$ cat src/rtl/mem_arbiter.sv
// Shared-bus arbiter for instruction fetch and data access.
// Runs a single bus transaction at a time, with timeout and fairness.
module mem_arbiter (
    input  logic        clk,
    input  logic        rst,
    input  logic        i_req,
    input  logic [31:0] i_addr,
    input  logic        d_read,
    input  logic        d_write,
    input  logic [31:0] d_addr,
    input  logic [31:0] d_wdata,
    input  logic        bus_busy,
    input  logic        bus_ack,
    input  logic [31:0] bus_rdata,
    output logic        bus_read,
    output logic        bus_write,
    output logic [31:0] bus_addr,
    output logic [31:0] bus_wdata,
    output logic [31:0] i_rdata,
    output logic        i_done,
    output logic [31:0] d_rdata,
    output logic        d_done,
    output logic        err,
    output logic [1:0]  state
);

    typedef enum logic [1:0] {
        IDLE  = 2'd0,
        ISSUE = 2'd1,
        WAIT  = 2'd2,
        DONE  = 2'd3
    } state_t;

    state_t      st;
    logic        own_d;
    logic        op_wr;
    logic [1:0]  streak;
    logic [7:0]  wcnt;
    logic        d_req;
    logic        d_win;
    logic        finish;
    logic [31:0] rdata_cap;

    assign state = st;
    assign d_req = d_read | d_write;
    // Data normally wins; after three straight data wins a waiting fetch goes first.
    assign d_win = d_req & ~(i_req & (streak == 2'd3));
    assign finish = bus_ack | (wcnt == 8'hff);
    assign rdata_cap = bus_ack ? bus_rdata : 32'd0;

    always_ff @(posedge clk or negedge rst) begin
        if (!rst) begin
            st        <= IDLE;
            own_d     <= 1'b0;
            op_wr     <= 1'b0;
            streak    <= 2'd0;
            wcnt      <= 8'd0;
            bus_read  <= 1'b0;
            bus_write <= 1'b0;
            bus_addr  <= 32'd0;
            bus_wdata <= 32'd0;
            i_rdata   <= 32'd0;
            d_rdata   <= 32'd0;
            i_done    <= 1'b0;
            d_done    <= 1'b0;
            err       <= 1'b0;
        end else begin
            i_done <= 1'b0;
            d_done <= 1'b0;
            err    <= 1'b0;
            unique case (st)
                IDLE: begin
                    if (d_req | i_req) begin
                        own_d     <= d_win;
                        op_wr     <= d_win & d_write;
                        bus_addr  <= d_win ? d_addr : i_addr;
                        bus_wdata <= d_win ? d_wdata : 32'd0;
                        streak    <= (d_win & i_req) ? streak + 2'd1 : 2'd0;
                        bus_read  <= ~(d_win & d_write);
                        bus_write <= d_win & d_write;
                        st        <= ISSUE;
                    end
                end
                ISSUE: begin
                    if (!bus_busy) begin
                        bus_read  <= 1'b0;
                        bus_write <= 1'b0;
                        wcnt      <= 8'd0;
                        st        <= WAIT;
                    end
                end
                WAIT: begin
                    if (finish) begin
                        st     <= DONE;
                        err    <= ~bus_ack;
                        d_done <= own_d;
                        i_done <= ~own_d;
                        if (!op_wr && own_d) d_rdata <= rdata_cap;
                        if (!op_wr && !own_d) i_rdata <= rdata_cap;
                    end else begin
                        wcnt <= wcnt + 8'd1;
                    end
                end
                DONE: begin
                    st <= IDLE;
                end
            endcase
        end
    end

endmodule

$ cat config.mk
export PLATFORM = sky130hd
export DESIGN_NAME = mem_arbiter
export DESIGN_NICKNAME = d
export VERILOG_FILES = /design/src/rtl/mem_arbiter.sv
export SDC_FILE = /design/constraint.sdc
export NUM_CORES = 1
export LEC_CHECK = 0
export BUFFER_PORTS_ARGS = -buffer_cell sky130_fd_sc_hd__buf_4
export CELL_PAD_IN_SITES_DETAIL_PLACEMENT = 1
export CELL_PAD_IN_SITES_GLOBAL_PLACEMENT = 1
export CORE_MARGIN = 2
export CORE_UTILIZATION = 35
export DETAILED_ROUTE_END_ITERATION = 8
export GPL_TIMING_DRIVEN = 0
export PLACE_DENSITY_LB_ADDON = 0.1
export SLEW_MARGIN = 25
export SYNTH_ARGS = -nofsm -noshare
export SYNTH_HDL_FRONTEND = slang
export SYNTH_SLANG_ARGS = --single-unit
$ cat constraint.sdc
create_clock -name clk -period 2.4 [get_ports clk]
set_input_delay 0.12 -clock clk [delete_from_list [all_inputs] [get_ports clk]]
set_output_delay 0.12 -clock clk [all_outputs]
set_load 0.02 [all_outputs]
==> results.py, run 1 <==
metrics = {
    "placement": {
        "place_hpwl_um": 14930,
        "io_buffers": 269,
        "gp_congestion": 0.8003,
        "placed_area_mm2": 0.008386,
    },
    "synth": {
        "yosysWarnings": 0,
        "syn_nets": 666,
        "avgSynthCellArea_um2": 11.50,
        "syn_area_mm2": 0.006050,
        "ys_types": 40,
        "seq_area_frac_synth_pct": 60.81,
        "synth_flop_cell": "dfrtp_1",
        "synthCells": 526,
        "synth_edf_count": 0,
        "synth-async-reset-ratio_pct": 100.0,
        "synth_seq_cells": 147,
    },
    "timing": {
        "slew_headroom_pct": 61.18,
        "timing.final.crit_share_pct": 94.49,
        "fin_setup_tns_ns": 0,
        "hold_viol_final": 0,
        "tightest_slew_ns": 0.5823,
        "grt_setup_unrepaired": "no",
        "fin_crit_ns": 2.268,
        "setup_viol": 0,
        "finClkSkew_ns": 0.009225,
        "max_freq_ghz": 0.4410,
        "slew_violations": 0,
    },
    "global_route": {
        "grt_pass1_wl_um": 34580,
        "grt_pass1_vias": 6421,
        "grtUsageTotal_pct": 24.68,
        "antenna_found_initial": 0,
        "overflow": 0,
        "grt_max_degree": 75,
    },
    "cells_and_area": {
        "final_nets": 1054,
        "syn_to_final_growth_pct": 64.96,
        "final_area_mm2": 0.009980,
        "finish.utilization_pct": 58.30,
        "diodes": 0,
        "mostFrequentLayoutCells": "271 x buf_4, 147 x dfrtp_1, 107 x nand2_1, 100 x dlygate4sd3_1, 66 x a22o_1",
        "final_layout_size_suffix_gt1_share_pct": 37.22,
        "final_common_cell": "buf_4",
        "fill_cells": 1828,
    },
    "floorplanning": {
        "die_w_um": 135.5,
        "pin_count": 270,
        "die_y_um": 135.5,
        "start_util_pct": 35.34,
        "fp.coreArea_mm2": 0.01712,
        "fp.dieArea_mm2": 0.01835,
        "num_rows": 48,
    },
    "clock_tree": {
        "cts-root-buf": "clkbuf_16",
        "clock_latency_ns": 0.43,
        "cts.path.max_buffers": 2,
        "clock-sinks": 147,
        "htree_levels": 4,
        "cts_tree": "done",
        "worst_setup_hold_path_clk_slew_ns": 0.07,
        "cts_made_buffers": 17,
        "postCtsSetupRepairBufs": 0,
    },
    "route": {
        "dr.pass1.iters": 4,
        "drt-total-wl_um": 22330,
        "detail_route.wl_per_cell_um": 19.39,
        "drt-vias-per-instance": 5.022,
        "route.detailed.drc": 0,
        "ant_nets": 0,
        "drt_first_iter_violations": 227,
        "num_vias": 5785,
    },
    "worst_setup_path": {
        "slowest_stage": "dlygate4sd3_1",
        "crit_family": "buffers and inverters",
        "cp.arrival_ns": 2.55,
        "path_class": "flop to flop",
        "crit_required_ns": 2.69,
        "critical-path-max-stage-delay_ns": 0.58,
        "worst-path-max-fanout": 10,
        "end_kind": "flop",
        "worst-path-buf-inv": 3,
        "cp-start-kind": "flop",
        "path_cells": "ha_1 > nand2_1 > o21a_1 > buf_2 > clkbuf_4 > mux2i_1 > dlygate4sd3_1 > o21ai_0",
    },
    "power": {
        "p_sw_w": 0.005159,
        "switching_share_pct": 40.29,
        "power.density_mw_per_mm2": 1283,
        "combPwrFrac_pct": 45.2,
        "clkPwrFrac_pct": 21.2,
        "ir_worst_vdd_mv": 0.5965,
        "seqPwrFrac_pct": 33.7,
        "p_int_w": 0.007647,
        "p_leak_nw": 5.161,
    },
    "min_path": {
        "min_path_type": "primary input to flop",
    },
    "run": {
        "cap_violations": 0,
    },
    "outcome": {
        "status": "completed",
    },
}
synth_stat cells, types with 2 or more instances:
library cell / n / share of area, %
dfrtp_1: 147 / 61
nand2_1: 107 / 6.6
a22o_1: 66 / 9.6
o21ai_0: 65 / 5.4
mux2i_1: 32 / 5.3
buf_2: 22 / 1.8
nand3_1: 9 / 0.74
o21ai_1: 8 / 0.66
buf_6: 7 / 1.3
clkbuf_1: 7 / 0.43
ha_1: 5 / 1.0
inv_1: 5 / 0.31
a21oi_1: 4 / 0.33
nor2_1: 4 / 0.25
and2_1: 3 / 0.31
buf_4: 3 / 0.37
mux2_2: 3 / 0.56
nor3_1: 3 / 0.25
nand2b_1: 2 / 0.21
o21a_1: 2 / 0.25
o311ai_0: 2 / 0.29
o41ai_1: 2 / 0.29
cell type report:
| class | count | area [µm²] | share of cell area, % |
|---|---|---|---|
| clock inverter | 15 | 170.2 | 1.705 |
| sequential | 147 | 3679 | 36.86 |
| clock buffer | 17 | 425.4 | 4.263 |
| multi-input combinational | 334 | 2111 | 21.15 |
| buffer | 38 | 235.2 | 2.357 |
| timing repair buffer | 370 | 3055 | 30.62 |
| inverter | 6 | 22.52 | 0.2257 |
| tap | 225 | 281.5 | 2.821 |
cells by family after synthesis:
logic type | count (synthesis) | share of synthesized area [%]
multiplexers | 35 | 5.853
AND/OR/NAND/NOR | 139 | 10.05
adder cells (fa/ha/maj) | 5 | 1.034
AO/OA/AOI/OAI | 155 | 17.95
flip-flops | 147 | 60.81
buffers and inverters | 45 | 4.302
final timing paths:
kind	from	endpoint	slack (ns)	cells past startpoint
worst max-delay path	streak[0]	bus_addr[14]	0.13	8
worst min-delay path	d_addr[18]	bus_addr[18]	0.01	3
worst max register to register	streak[0]	bus_addr[14]	0.13	8
worst min register to register	op_wr	op_wr	0.48	2
max in group asynchronous	rst	bus_wdata[26]	1.41	3
min in group asynchronous	rst	d_rdata[21]	0.22	2
per-layer routing:
metal	wire (µm)	GRT usage, %
met1	8778	27.45
met3	1430	7.258
met4	467	9.028
met5	0	0
met2	11660	44.73
registers in the layout (all words and copies together), names as in the netlist:
name       cells
err            1
state          2
bus_addr      32
d_rdata       32
own_d          1
op_wr          1
i_rdata       32
streak         2
bus_write      1
bus_read       1
bus_wdata     32
wcnt           8
i_done         1
d_done         1
power groups by stage:
stage	Sequential, W	Combinational, W	Clock, W
after floorplan	0.00546	0.00172	0
after global placement	0.00423	0.00547	0
after detailed placement	0.00429	0.00562	0
after CTS	0.00427	0.00578	0.00275
after global routing	0.00444	0.00625	0.00285
final	0.00431	0.00578	0.00271
per-stage QoR:
step / total power, W / worst slack, ns / hold slack (ns) / instances
CTS: 0.01280 / 0.03704 / 0.003123 / 1153
global placement: 0.009700 / 0.5149 / 0.3557 / 1020
global route: 0.01354 / 0.02182 / 0.01815 / 1152
detailed placement: 0.009901 / 0.4684 / 0.1247 / 1021
floorplan: 0.007173 / 0.5383 / -0.1756 / 526
finish: 0.01281 / 0.1322 / 0.01397 / 1152
repair_timing:
action,CTS,global route
hold endpoints to repair,189,0
hold buffers,100,0
endpoints found under the setup margin,0,11
gates resized for setup,0,3
worst reg2reg max path: cells and delay by family, from the launching register on:
family | cells | cell delay, ns
adder cells (fa/ha/maj) | 1 | 0.20
AND/OR/NAND/NOR | 1 | 0.10
multiplexers | 1 | 0.24
buffers and inverters | 3 | 0.99
AO/OA/AOI/OAI | 2 | 0.22
flip-flops | 1 | 0.40
(Power assumes the default switching activity.)
==> inputs of run 2 (changes only) <==
--- a/config.mk
+++ b/config.mk
@@ -9,9 +9,11 @@
 export CELL_PAD_IN_SITES_DETAIL_PLACEMENT = 1
 export CELL_PAD_IN_SITES_GLOBAL_PLACEMENT = 1
 export CORE_MARGIN = 2
-export CORE_UTILIZATION = 35
+export CORE_UTILIZATION = 33
+export CTS_BUF_LIST = sky130_fd_sc_hd__clkbuf_8
 export DETAILED_ROUTE_END_ITERATION = 8
 export GPL_TIMING_DRIVEN = 0
+export MAX_ROUTING_LAYER = met4
 export PLACE_DENSITY_LB_ADDON = 0.1
 export SLEW_MARGIN = 25
 export SYNTH_ARGS = -nofsm -noshare
==> constraint.sdc (replaced) <==
create_clock -name clk -period 2.05 [get_ports clk]
set_input_delay 0.1025 -clock clk [delete_from_list [all_inputs] [get_ports clk]]
set_output_delay 0.1025 -clock clk [all_outputs]
set_load 0.02 [all_outputs]
==> run 2 against run 1 <==
Worst setup slack worse by 0.013 ns; hold slack improved by 0.039 ns; maximum frequency is 17% higher; clock-buffer cell count rose by 3; first-iteration DRC count decreased by 12%; critical path depth shrank 1; highest routed layer unchanged; register-to-register slack is essentially flat; clock skew is 0.0073 ns higher; non-clock buffer count up 32; combinational power is 19% higher; largest cell class unchanged.
==> results.py, run 2 (synthesized netlist as in run 1, its figures left out) <==
metrics = {
    "clock_tree": {
        "clock-sinks": 147,
        "cts_tree": "done",
        "clock_latency_ns": 0.46,
        "worst_setup_hold_path_clk_slew_ns": 0.08,
        "htree_levels": 4,
        "cts-root-buf": "clkbuf_8",
        "cts.path.max_buffers": 2,
        "cts_made_buffers": 17,
    },
    "timing": {
        "grt_setup_unrepaired": "no",
        "tightest_slew_ns": 0.5040,
        "slew_violations": 0,
        "hold_viol_final": 0,
        "whs_ns": 0.05329,
        "timing.final.crit_share_pct": 94.17,
        "fin_setup_tns_ns": 0,
        "max_freq_ghz": 0.5180,
        "fin_crit_ns": 1.931,
        "setup_viol": 0,
        "slew_headroom_pct": 66.05,
        "finClkSkew_ns": 0.01650,
    },
    "floorplanning": {
        "pin_count": 270,
        "fp.coreArea_mm2": 0.01796,
        "fp.dieArea_mm2": 0.01943,
        "start_util_pct": 33.68,
        "die_y_um": 139.4,
        "die_w_um": 139.4,
        "num_rows": 49,
    },
    "global_route": {
        "overflow": 0,
        "grtUsageTotal_pct": 25.55,
        "grt_pass1_vias": 6847,
        "grt_max_degree": 90,
        "antenna_found_initial": 1,
        "grt_pass1_wl_um": 37610,
    },
    "run": {
        "cap_violations": 0,
    },
    "cells_and_area": {
        "syn_to_final_growth_pct": 67.07,
        "ff_latch_area_mm2": 0.003679,
        "fill_cells": 1900,
        "mostFrequentLayoutCells": "271 x buf_4, 147 x dfrtp_1, 131 x dlygate4sd3_1, 107 x nand2_1, 66 x a22o_1",
        "final_layout_size_suffix_gt1_share_pct": 36.08,
        "final_common_cell": "buf_4",
        "final_nets": 1086,
        "multi_input_area_mm2": 0.002111,
    },
    "route": {
        "num_vias": 6014,
        "dr.pass1.iters": 4,
        "drt-total-wl_um": 23720,
        "drt-vias-per-instance": 5.058,
        "drt_first_iter_violations": 200,
        "route.detailed.drc": 0,
        "ant_nets": 0,
        "detail_route.wl_per_cell_um": 19.95,
    },
    "power": {
        "p_leak_nw": 5.213,
        "totalPowerFinal_w": 0.01421,
        "ir_worst_vdd_mv": 0.6835,
        "power.density_mw_per_mm2": 1406,
    },
    "outcome": {
        "status": "completed",
    },
    "worst_setup_path": {
        "worst-path-max-fanout": 10,
        "path_class": "flop to flop",
        "cp.arrival_ns": 2.24,
        "cp-start-kind": "flop",
        "crit_required_ns": 2.36,
        "end_kind": "flop",
    },
    "min_path": {
        "min_path_type": "primary input to flop",
    },
    "placement": {
        "place_hpwl_um": 15160,
        "io_buffers": 269,
        "gp_congestion": 0.7768,
    },
}
## run 2: through the flow
| step | utilization (%) | cell area [µm²] | worst slack (ns) | cells |
|---|---|---|---|---|
| final | 56.27 | 10110 | 0.1195 | 1189 |
| after CTS | 56.21 | 10100 | 0.1191 | 1188 |
| after floorplan | - | 6050 | 0.1883 | 526 |
| after detailed placement | 46.71 | 8391 | 0.1303 | 1025 |
| after global routing | 56.27 | 10110 | 0.00006128 | 1189 |
| after global placement | 46.51 | 8356 | 0.1529 | 1024 |
## run 2: worst paths after layout
path                            from             to  slack, ns  depth (start not counted)
max in group asynchronous        rst  bus_wdata[26]       1.09                          3
min in group asynchronous        rst        wcnt[0]       0.16                          2
setup reg to reg           streak[0]   bus_addr[16]       0.12                          7
hold / removal               bus_ack            err       0.05                          3
hold reg to reg                op_wr          op_wr       0.49                          2
setup / recovery           streak[0]   bus_addr[16]       0.12                          7
## run 2: repair_timing
| action | in CTS | in global routing |
|---|---|---|
| endpoints found under the setup margin | 0 | 26 |
| hold buffers | 131 | 0 |
| gates resized for setup | 0 | 3 |
| hold endpoints to repair | 189 | 0 |
| setup buffers | 0 | 0 |
## run 2: final cells by class
type	instances	share of cell area, %
sequential	147	36.40
timing repair buffer	401	33.30
multi-input combinational	334	20.88
tap	229	2.835
clock buffer	20	2.723
buffer	39	2.426
clock inverter	12	1.188
inverter	6	0.2228
antenna	1	0.02476
## run 2: critical path, cell delays in order, from the launching register on
cell and delay, ns:
dfrtp_1 0.41, ha_1 0.21, nand2_1 0.10, o21a_1 0.14
buf_2 0.14, buf_2 0.32, mux2i_1 0.32, o21ai_0 0.15
## run 2: power by group
group	switching [W]	leakage, nW	total, W	internal, W
combinational	0.00390	3.15	0.00686	0.00296
sequential	0.000878	1.86	0.00507	0.00419
clock	0.00120	0.202	0.00228	0.00108
## run 2: metal layers
metal,GRT usage (%),share of wire [%]
met5,-,0
met4,10.05,3.0
met2,43.37,51
met1,29.15,39
met3,6.263,6.6
